--- config.mk ---
export PLATFORM = sky130hd
export DESIGN_NAME = inst_fetch_queue
export DESIGN_NICKNAME = d
export VERILOG_FILES = /design/src/rtl/inst_fetch_queue_pkg.sv /design/src/rtl/inst_fetch_queue_fetch_fifo.sv /design/src/rtl/inst_fetch_queue.sv
export SDC_FILE = /design/constraint.sdc
export NUM_CORES = 1
export LEC_CHECK = 0
export ABC_AREA = 1
export BUFFER_PORTS_ARGS = -buffer_cell sky130_fd_sc_hd__buf_2
export CAP_MARGIN = 10
export CORE_ASPECT_RATIO = 0.8
export CORE_MARGIN = 10
export CORE_UTILIZATION = 60
export DETAILED_ROUTE_END_ITERATION = 10
export HOLD_SLACK_MARGIN = 0.03
export PLACE_DENSITY = 0.86
export SYNTH_ARGS = -nofsm -noshare
export SYNTH_HDL_FRONTEND = slang
export SYNTH_SLANG_ARGS = --single-unit
--- constraint.sdc ---
create_clock -name clk -period 11.1 [get_ports clk]
set_input_delay 1.11 -clock clk [delete_from_list [all_inputs] [get_ports clk]]
set_output_delay 1.11 -clock clk [all_outputs]
set_load 0.01 [all_outputs]
--- src/rtl/inst_fetch_queue_pkg.sv ---
// Shared constants and payload type for the instruction-fetch front end.
package inst_fetch_queue_pkg;

    localparam int unsigned INST_W = 32;

    localparam logic [INST_W-1:0] RESET_PC_DEF = 32'h0000_0000;
    localparam logic [INST_W-1:0] NOP          = 32'h0000_0000;
    localparam logic [INST_W-1:0] PC_STEP      = 32'd4;

    // One queued fetch: the word and the address it came from.
    typedef struct packed {
        logic [INST_W-1:0] pc;
        logic [INST_W-1:0] inst;
    } fetch_entry_t;

endpackage

--- src/rtl/inst_fetch_queue_fetch_fifo.sv ---
// Synchronous FIFO of {pc, inst} entries with flush; head is read straight from storage.
module fetch_fifo
    import inst_fetch_queue_pkg::*;
#(
    parameter int unsigned DEPTH = 4
) (
    input  logic                     clk,
    input  logic                     rst,
    input  logic                     i_push,
    input  logic                     i_pop,
    input  logic                     i_flush,
    input  fetch_entry_t             i_wdata,
    output fetch_entry_t             o_rdata,
    output logic                     o_empty,
    output logic [$clog2(DEPTH):0]   o_count
);

    localparam int unsigned PTR_W = $clog2(DEPTH);
    localparam int unsigned CNT_W = PTR_W + 1;

    fetch_entry_t       r_mem [DEPTH];
    logic [PTR_W-1:0]   r_rd_ptr;
    logic [PTR_W-1:0]   r_wr_ptr;
    logic [CNT_W-1:0]   r_count;
    logic               w_push;
    logic               w_pop;

    // Flush wins over both push and pop; pop of an empty queue is ignored.
    always_comb begin
        w_push = i_push & ~i_flush;
        w_pop  = i_pop & ~i_flush & ~o_empty;
    end

    // Pointer, occupancy and storage update.
    always_ff @(posedge clk) begin
        if (rst) begin
            r_rd_ptr <= '0;
            r_wr_ptr <= '0;
            r_count  <= '0;
            for (int i = 0; i < int'(DEPTH); i++) begin
                r_mem[i] <= '{pc: NOP, inst: NOP};
            end
        end else if (i_flush) begin
            r_rd_ptr <= '0;
            r_wr_ptr <= '0;
            r_count  <= '0;
        end else begin
            if (w_push) begin
                r_mem[r_wr_ptr] <= i_wdata;
                r_wr_ptr        <= r_wr_ptr + PTR_W'(1);
            end
            if (w_pop) begin
                r_rd_ptr <= r_rd_ptr + PTR_W'(1);
            end
            case ({w_push, w_pop})
                2'b10:   r_count <= r_count + CNT_W'(1);
                2'b01:   r_count <= r_count - CNT_W'(1);
                default: r_count <= r_count;
            endcase
        end
    end

    assign o_rdata = r_mem[r_rd_ptr];
    assign o_empty = (r_count == CNT_W'(0));
    assign o_count = r_count;

endmodule

--- src/rtl/inst_fetch_queue.sv ---
// Instruction-fetch front end: PC register, InstMem request, decode-side queue, redirect.
module inst_fetch_queue
    import inst_fetch_queue_pkg::*;
#(
    parameter logic [31:0] RESET_PC = RESET_PC_DEF,
    parameter int unsigned DEPTH    = 4
) (
    input  logic        clk,
    input  logic        rst,
    output logic        ce,
    output logic [31:0] addr,
    input  logic [31:0] data,
    input  logic        redirect_valid,
    input  logic [31:0] redirect_pc,
    output logic        inst_valid,
    output logic [31:0] inst,
    output logic [31:0] inst_pc,
    input  logic        inst_ready
);

    localparam int unsigned CNT_W = $clog2(DEPTH) + 1;

    logic [31:0]        r_pc;
    logic               w_pop;
    logic               w_empty;
    logic [CNT_W-1:0]   w_count;
    fetch_entry_t       w_head;
    fetch_entry_t       w_wdata;

    // Fetch whenever a slot is free now or freed by this cycle's pop; redirect suppresses it.
    always_comb begin
        w_pop   = inst_valid & inst_ready;
        ce      = ~rst & ~redirect_valid & ((w_count < CNT_W'(DEPTH)) | w_pop);
        w_wdata = '{pc: r_pc, inst: data};
    end

    // Program counter: reset, redirect target (word aligned), or sequential step after a fetch.
    always_ff @(posedge clk) begin
        if (rst) begin
            r_pc <= RESET_PC;
        end else if (redirect_valid) begin
            r_pc <= {redirect_pc[31:2], 2'b00};
        end else if (ce) begin
            r_pc <= r_pc + PC_STEP;
        end
    end

    fetch_fifo #(
        .DEPTH   (DEPTH)
    ) u_fifo (
        .clk     (clk),
        .rst     (rst),
        .i_push  (ce),
        .i_pop   (w_pop),
        .i_flush (redirect_valid),
        .i_wdata (w_wdata),
        .o_rdata (w_head),
        .o_empty (w_empty),
        .o_count (w_count)
    );

    assign addr       = r_pc;
    assign inst_valid = ~w_empty;
    assign inst       = w_head.inst;
    assign inst_pc    = w_head.pc;

endmodule

# After elaboration in Yosys (flattened, before gate mapping)
# Memory sizes are Yosys's and may differ from the RTL's. A register that Yosys moved wholly into a read port is not among the register bits.
# Index checks and enable logic that the tools add are counted.
[totals]
ff_bits = 39
latchBits = 0
ramBits = 256
rom_bits = 0
inputBits = 68
out_inout_bits = 98
mem_count = 1
[mem_list]
columns = ["memory", "words", "width", "read_ports", "rd_ports_with_merged_regs", "write_ports", "line", "source"]
rows = [
  ["u_fifo.r_mem", 4, 64, 1, 1, 4, "inst_fetch_queue_fetch_fifo.sv:21", "fetch_entry_t r_mem [DEPTH];"],
]
[classes]
add_sub_neg = 5
multipliers = 0
div = 0
magnitude_cmp = 1
eq_ne = 2
shift = 0
mux = 14
bitwise = 10
n_reduce_logical = 5
[op_table]
columns = ["op", "n"]
rows = [
  ["32-bit 2-to-1 mux", 2],
  ["64-bit 2-to-1 mux", 1],
  ["64-bit OR reduction", 1],
  ["32-bit by 3-bit adder with 32-bit output, second input constant", 1],
  ["1-bit 2-to-1 mux", 7],
  ["1-bit AND", 6],
  ["2-bit 2-to-1 mux", 3],
  ["3-bit one-hot mux with 2 select lines", 1],
  ["2-bit by 1-bit adder with 2-bit output, second input constant", 2],
  ["2-bit nonzero test", 2],
  ["3-bit by 1-bit adder with 3-bit output, second input constant", 1],
  ["3-bit logical NOT", 1],
  ["3-bit < comparator, second input constant", 1],
  ["1-bit NOT", 3],
  ["3-bit by 1-bit subtractor with 3-bit output, second input constant", 1],
  ["2-bit by 1-bit == test with 1-bit output, second input constant", 1],
  ["2-bit == test, second input constant", 1],
  ["2-bit OR reduction", 1],
  ["1-bit bitwise OR", 1],
]

# Logic depth before layout (Yosys ltp)
# Gate-level depths: netlist of run 1.
[logic_depth]
depth_word = 12
depth_mapped = 12
mapped_depth_nobuf = 12

# By module
# From an unflattened synthesis of run 1, not the netlist that was laid out.
[unflattened]
cells_unflattened = 1465
area_unflattened_um2 = 13749.4
[by_module_without_submodules]
columns = ["module", "instances", "cells_each", "area_per_inst_um2"]
rows = [
  ["fetch_fifo", 1, 1086, 11453.5],
  ["inst_fetch_queue", 1, 379, 2296.0],
]

# Least setup slack after synthesis of run 1
# Ideal clock, no wire load.
[synth_timing]
kind = "input to register"
start = "in redirect_valid"
end = "mem u_fifo.r_mem[3][0] in the netlist's numbering, enable pin"
setup_ns = 0.575
arrival_time_ns = 6.276
required_ns = 10.525
path_slack_ns = 4.249
stages = 5
cell_sequence = "buf_6 nor2_8 nand2_4 buf_2 a211oi_1"
[synth_lines]
columns = ["item", "line", "source"]
rows = [
  ["start: declaration", "inst_fetch_queue.sv:13", "input logic redirect_valid,"],
  ["end: declaration", "inst_fetch_queue_fetch_fifo.sv:21", ""],
]

==> results of run 1 <==
-- final timing paths --
path	to	from	slack, ps	cells past startpoint
max	inst_pc[18]	register	7000	5
min	u_fifo.r_rd_ptr[1]	u_fifo.r_rd_ptr[1]	480	2
max reg2reg	addr[8]	u_fifo.o_count[2]	8460	7
min reg2reg	u_fifo.r_rd_ptr[1]	u_fifo.r_rd_ptr[1]	480	2
-- per-layer routing --
metal	up-vias	share of wire, %	track usage, %
met4	0	3.5	11.4
met5	-	0	0
met2	601	47	38.7
met1	4841	38	29.7
li1	4796	-	-
met3	103	11	4.48
-- kinds of logic after synthesis --
kind of cell / share of synthesized area, %
buffers and inverters: 6.44
adders and majority gates: 0.250
and+or+nand+nor: 19.3
DFF: 63.4
other: 0.0289
AOI/OAI and AO/OA: 10.6
xor gates and xnor gates: 0.0675
-- area by class of cell --
type / instances / area, µm² / share of cell area [%]
Clock buffer: 32 / 704 / 4.76
Clock inverter: 17 / 235 / 1.59
Inverter: 120 / 452 / 3.05
Multi-Input combinational cell: 873 / 3970 / 26.8
Sequential cell: 287 / 8230 / 55.6
Tap cell: 275 / 344 / 2.32
Timing Repair Buffer: 169 / 871 / 5.88
-- flip-flops by register name, indices dropped and copies added, names as in the netlist, named ones only --
| name | cells |
|---|---|
| u_fifo.r_wr_ptr | 2 |
| addr | 30 |
| u_fifo.r_mem | 248 |
| u_fifo.r_rd_ptr | 2 |
| u_fifo.o_count | 3 |
-- power groups by stage --
stage | Clock, mW | Combinational [mW] | Sequential [mW]
finish | 0.974 | 0.162 | 1.25
global route | 1.02 | 0.179 | 1.25
CTS | 0.979 | 0.162 | 1.25
detailed placement | 0 | 0.161 | 1.27
global placement | 0 | 0.157 | 1.27
floorplan | 0 | 0.0916 | 1.27
-- worst max-delay path, cell delays in order (launching register included) --
cell      delay [ps]
dfxtp_4          510
clkinv_2         720
buf_4            630
o21ai_0          280
o22ai_1          120
buf_2            160
-- cells in the final DEF (no fill, tap or decap), drive strengths merged --
cell type,instances
nor2,428
edfxtp,248
buf,169
o21ai,163
nand2,134
inv,119
o22ai,62
dfxtp,39
nand3,39
clkbuf,32
a21oi,17
clkinv,11
a31oi,7
bufinv,6
nand4,5
conb,4
nor3,3
o211ai,2
a211oi,1
xor2,1
or2,1
o21a,1
nor4,1
nand3b,1
a22oi,1
fa,1
ha,1
clkinvlp,1
==> run_results.csv, run 1 <==
group,metric,value,unit
detailed_routing,wire_per_inst,19.0,µm
setup_path,startpoint_type,"register",
global_routing,grt_max_degree,105,
synth,yosys_warnings,0,
finish,drive_gt1_share,16.6,%
place,placed_cell_area,13900,µm²
synth,synthDistinctLibCells,37,
synth,ys_ff_latch,287,
synth,synth-edff-count,248,
timing,skew,18.2,ps
timing,slew_headroom,29.9,%
detailed_routing,vias,10341,
setup_path,end_kind,"output port",
setup_path,criticalPathCategory,"register to output port",
timing,setup_slack,7000,ps
timing,finalCritPeriodShare,37.0,%
finish,diodes,0,
synth,synth_top_cell_area_share,57.3,%
cts,cts_tree,"done",
pwr,pwr-share-clk,40.8,%
die,coreArea,21400,µm²
die,die_area,28000,µm²
cts,cts.sinks,287,
setup_path,cp.required,9990,ps
global_routing,antenna_found_initial,0,
cts,clk-insertion-delay-late,520,ps
synth,netlist_area,13000,µm²
die,die_x,184,µm
cts,cts_inserted_buffers,27,
finish,n_fill_cell,1556,
synth,yosysSeqAreaShare,63.4,%
timing,worstMarginPinSlew,1050,ps
pwr,p_leak,6.05,nW
cts,clockRootBuffer,"clkbuf_16",
pwr,p_total,2.39,mW
synth,synthTopCellsByArea,"edfxtp_1 57%, nor2_1 12%, dfxtp_1 6.0%, o21ai_0 6.0%, nand2_1 3.7%",
place,place_ws,7130,ps
place,gp_routability_congestion,0.910,
global_routing,grt_pass1_vias,10260,
pwr,ir_drop,104,µV
cts,hold_buffers,0,
setup_path,path_max_fanout,63,
global_routing,overflow,0,
detailed_routing,drc,0,
detailed_routing,drt-pass1-iter-count,5,
die,ioPinCount,166,
place,dp_cells,1724,
die,die_height,152,µm
synth,yosysTopAreaCell,"edfxtp_1",
synth,synth_ff_type,"edfxtp_1",
cts,cts.clk_slew.worst_paths,60,ps
synth,yosysMostFrequentCell,"nor2_1",
pwr,p_seq_share,52.4,%
timing,finalSetupViolations,0,
die,start_util,60.6,%
finish,area_delta_synth_final,14.0,%
synth,synth_commonest_cells,"413 x nor2_1, 248 x edfxtp_1, 155 x o21ai_0",
die,num_rows,48,
synth,synthCells,1358,
place,hpwl,19400,µm
timing,fin_crit,4100,ps
worst_hold_path,hp-class,"register to register",
cts,cts_resized,0,
finish,utilization,69.1,%
timing,slew_violations,0,
timing,fin_hold_ws,484,ps
finish,final_nets,1548,
synth,syn_area_per_cell,9.56,µm²
pwr,internal-power,1.86,mW
timing,setup_tns,0,ps
detailed_routing,viasPerCell,5.83,
timing,rsz0062_at_grt,"no",
global_routing,grt_use_total,23.6,%
detailed_routing,ant_nets,0,
pwr,share_comb_of_total_power,6.8,%
finish,final_area,14800,µm²
status,status,"finished, final reports clean",
timing,clock.fmax,244,MHz
setup_path,cp_data_arrival_time,2990,ps
detailed_routing,routed_wl,33700,µm
run,drv_cap,0,
pwr,p_switching,522,µW
detailed_routing,drt-initial-drc-count,1166,
pwr,p_per_area,161,nW/µm²
pwr,switching_share,21.9,%
synth,synthArstFlopShare,0,%
cts,post_cts_buffers,0,
cts,cts-htree-levels,1,
finish,final_cells,1773,
place,portBuffers,159,
global_routing,grt_pass1_wl,51900,µm
cts,clk_path_buf_depth,3,
timing,finalHoldViolations,0,
No activity file was read; power rests on OpenSTA's default activity.
==> run 2: changes to the inputs <==
--- a/config.mk
+++ b/config.mk
@@ -5,15 +5,15 @@
 export SDC_FILE = /design/constraint.sdc
 export NUM_CORES = 1
 export LEC_CHECK = 0
-export ABC_AREA = 1
+export ABC_AREA = 0
 export BUFFER_PORTS_ARGS = -buffer_cell sky130_fd_sc_hd__buf_2
 export CAP_MARGIN = 10
 export CORE_ASPECT_RATIO = 0.8
 export CORE_MARGIN = 10
-export CORE_UTILIZATION = 60
+export CORE_UTILIZATION = 58
 export DETAILED_ROUTE_END_ITERATION = 10
 export HOLD_SLACK_MARGIN = 0.03
-export PLACE_DENSITY = 0.86
+export PLACE_DENSITY = 0.84
 export SYNTH_ARGS = -nofsm -noshare
 export SYNTH_HDL_FRONTEND = slang
 export SYNTH_SLANG_ARGS = --single-unit
==> constraint.sdc (replaced) <==
create_clock -name clk -period 4.05 [get_ports clk]
set_input_delay 0.405 -clock clk [delete_from_list [all_inputs] [get_ports clk]]
set_output_delay 0.405 -clock clk [all_outputs]
set_load 0.01 [all_outputs]
==> run 2 against run 1 <==
Effect of this change: sequential power rose to 2.8 times the previous value; non-clock buffer count up 3; worst setup slack got worse by 5900 ps; largest cell class unchanged; first-iteration DRC count down 41%; clock skew decreased by 1.8 ps; design area is essentially flat; synthesized area shrank 0.49%; wire length decreased by 9.0%.
==> run_results.csv, run 2 <==
group,metric,value,unit
worst_hold_path,hold_depth,3,
detailed_routing,drc,0,
finish,final_common_cell,"edfxtp_1",
synth,synth-edff-count,248,
synth,synth_commonest_cells,"248 x edfxtp_1, 124 x and3_1, 122 x and2_1",
setup_path,cp_slowest_cell,"dfxtp_4",
detailed_routing,routed_wl,30600,µm
finish,final_nets,1075,
setup_path,path_max_fanout,37,
global_routing,grt_pass1_vias,8304,
setup_path,criticalPathCategory,"register to output port",
setup_path,cp.required,3640,ps
synth,synthSimpleGateAreaFrac,17.8,%
finish,largest_register_ffs,248,
cts,clk-insertion-delay-late,540,ps
die,die_height,154,µm
cts,cts_inserted_buffers,28,
place,gp_routability_congestion,0.839,
global_routing,antenna_found_initial,2,
detailed_routing,vias,8007,
timing,slew_violations,0,
setup_path,ff2ff_setup_slack,1640,ps
synth,syn_area_per_cell,14.8,µm²
synth,yosys_warnings,0,
detailed_routing,wire_per_inst,23.1,µm
pwr,p_per_area,442,nW/µm²
setup_path,startpoint_type,"register",
die,die_x,187,µm
worst_hold_path,hold_end,"addr[20]",
setup_path,cp_data_arrival_time,2510,ps
run,drv_cap,0,
cts,hold_buffers,0,
global_routing,grt_use_total,20.7,%
synth,yosysSeqAreaShare,63.7,%
cts,cts.sinks,287,
cts,clk_path_buf_depth,3,
synth,synthDistinctLibCells,60,
cts,post_cts_buffers,0,
die,die_area,28700,µm²
setup_path,r2r_start,"u_fifo.o_count[2]",
synth,yosysMostFrequentCell,"edfxtp_1",
finish,layout_common_cells,"248 x edfxtp_1, 159 x buf_2, 124 x and3_1",
setup_path,r2r_cells,4,
finish,top_register,"u_fifo.r_mem",
detailed_routing,ant_nets,0,
detailed_routing,viasPerCell,6.04,
worst_hold_path,hp-class,"input pin to register",
worst_hold_path,holdCritStartpoint,"redirect_pc[20]",
cts,cts_resized,0,
synth,netlist_area,12900,µm²
setup_path,critPathTopFamily,"flip-flops",
timing,finalCritPeriodShare,72.0,%
finish,diodes,0,
die,ioPinCount,166,
finish,final_cells,1326,
pwr,ir_drop,269,µV
setup_path,worst_r2r_endpoint,"u_fifo.r_mem[1][16]",
synth,synthTopCellsByArea,"edfxtp_1 58%, mux4_2 11%, dfxtp_1 6.0%, and3_1 6.0%, and2_1 5.9%",
setup_path,crit_cells,3,
cts,clockRootBuffer,"clkbuf_16",
synth,yosysTopAreaCell,"edfxtp_1",
synth,synth_top_cell_area_share,57.6,%
setup_path,end_kind,"output port",
detailed_routing,drt-pass1-iter-count,5,
synth,synth_ff_type,"edfxtp_1",
timing,slew_headroom,28.2,%
setup_path,cp_num_buf_inv,2,
timing,fin_crit,2920,ps
synth,synth_compound_area_share,2.12,%
finish,drive_gt1_share,30.5,%
timing,clock.fmax,343,MHz
status,status,"finished, final reports clean",
synth,synth.area.mux_share,11.1,%
place,portBuffers,159,
timing,skew,16.4,ps
place,hpwl,17700,µm
synth,synthAdderAreaFrac,0.252,%
setup_path,path_cells,"buf_12 -> mux4_2 -> buf_2",
die,coreArea,21700,µm²
finish,area_delta_synth_final,14.5,%
synth,synthCells,874,
pwr,p_leak,5.98,nW
cts,cts-htree-levels,1,
timing,finalHoldViolations,0,
synth,synth_top_family_by_area,"simple AND/OR/NAND/NOR gates",
setup_path,cpPeakStageDelay,880,ps
timing,setup_tns,0,ps
die,start_util,59.4,%
synth,synth-xor-area-share,1.83,%
cts,cts_tree,"done",
timing,rsz0062_at_grt,"no",
detailed_routing,drt-initial-drc-count,685,
global_routing,overflow,0,
cts,cts.clk_slew.worst_paths,70,ps
synth,ys_ff_latch,287,
place,dp_cells,1275,
timing,worstMarginPinSlew,1080,ps
global_routing,grt_max_degree,73,
synth,synthArstFlopShare,0,%
global_routing,grt_pass1_wl,47400,µm
die,num_rows,48,
timing,finalSetupViolations,0,
## run 2: kinds of logic after synthesis
group | Yosys count
xor+xnor | 27
other cells | 1
fa+ha+maj | 2
mux | 66
flops | 287
simple gates | 371
buf+inv | 78
compound gates | 42
## run 2: final cells by class
cell class | instances | area (µm²)
timing repair buffer | 172 | 931
fill | 1519 | 6940
clock inverter | 12 | 110
multi-input combinational | 512 | 4340
tap | 300 | 375
clock buffer | 39 | 785
sequential | 287 | 8240
inverter | 4 | 15.0
## run 2: through the flow
stage / hold WS [ps] / setup slack [ps] / cell area [µm²] / total power [mW] / util [%]
2_1_floorplan: 472 / 894 / 12900 / 3.81 / -
3_5_place_dp: 491 / 1300 / 13900 / 4.05 / 63.9
5_1_grt: 106 / 980 / 14800 / 6.74 / 68.1
4_1_cts: 91.2 / 1080 / 14800 / 6.57 / 68.1
6_report: 105 / 1130 / 14800 / 6.53 / 68.1
3_3_place_gp: 483 / 1320 / 13900 / 4.03 / 63.9
## run 2: how the worst max path moves through the flow
stage	end	slack, ps
final	inst_pc[2]	1130
after CTS	inst_pc[2]	1080
after global routing	inst_pc[2]	980
after detailed placement	u_fifo.r_mem[1][42]	1300
after floorplan	u_fifo.r_mem[3][0]	890
after global placement	u_fifo.r_mem[1][26]	1320
## run 2: tightest hold or removal path, stage by stage
cell and delay (ps):
buf_2 80, nand3b_1 60, o21ai_1 70
## run 2: report_power, final
| part | internal (mW) | switching (mW) | total, mW |
|---|---|---|---|
| Combinational | 0.209 | 0.298 | 0.507 |
| Sequential | 3.38 | 0.0979 | 3.47 |
| Clock | 1.48 | 1.08 | 2.55 |
| Total | 5.06 | 1.47 | 6.53 |
## run 2: per-layer routing
layer	track usage, %	part of all wire, %	wire [µm]	vias up
li1	-	-	-	3569
met1	27.3	40	12300	4011
met2	35.0	50	15200	374
met3	4.18	8.5	2610	49
met4	4.68	1.7	522	4
met5	0	0.10	32	-
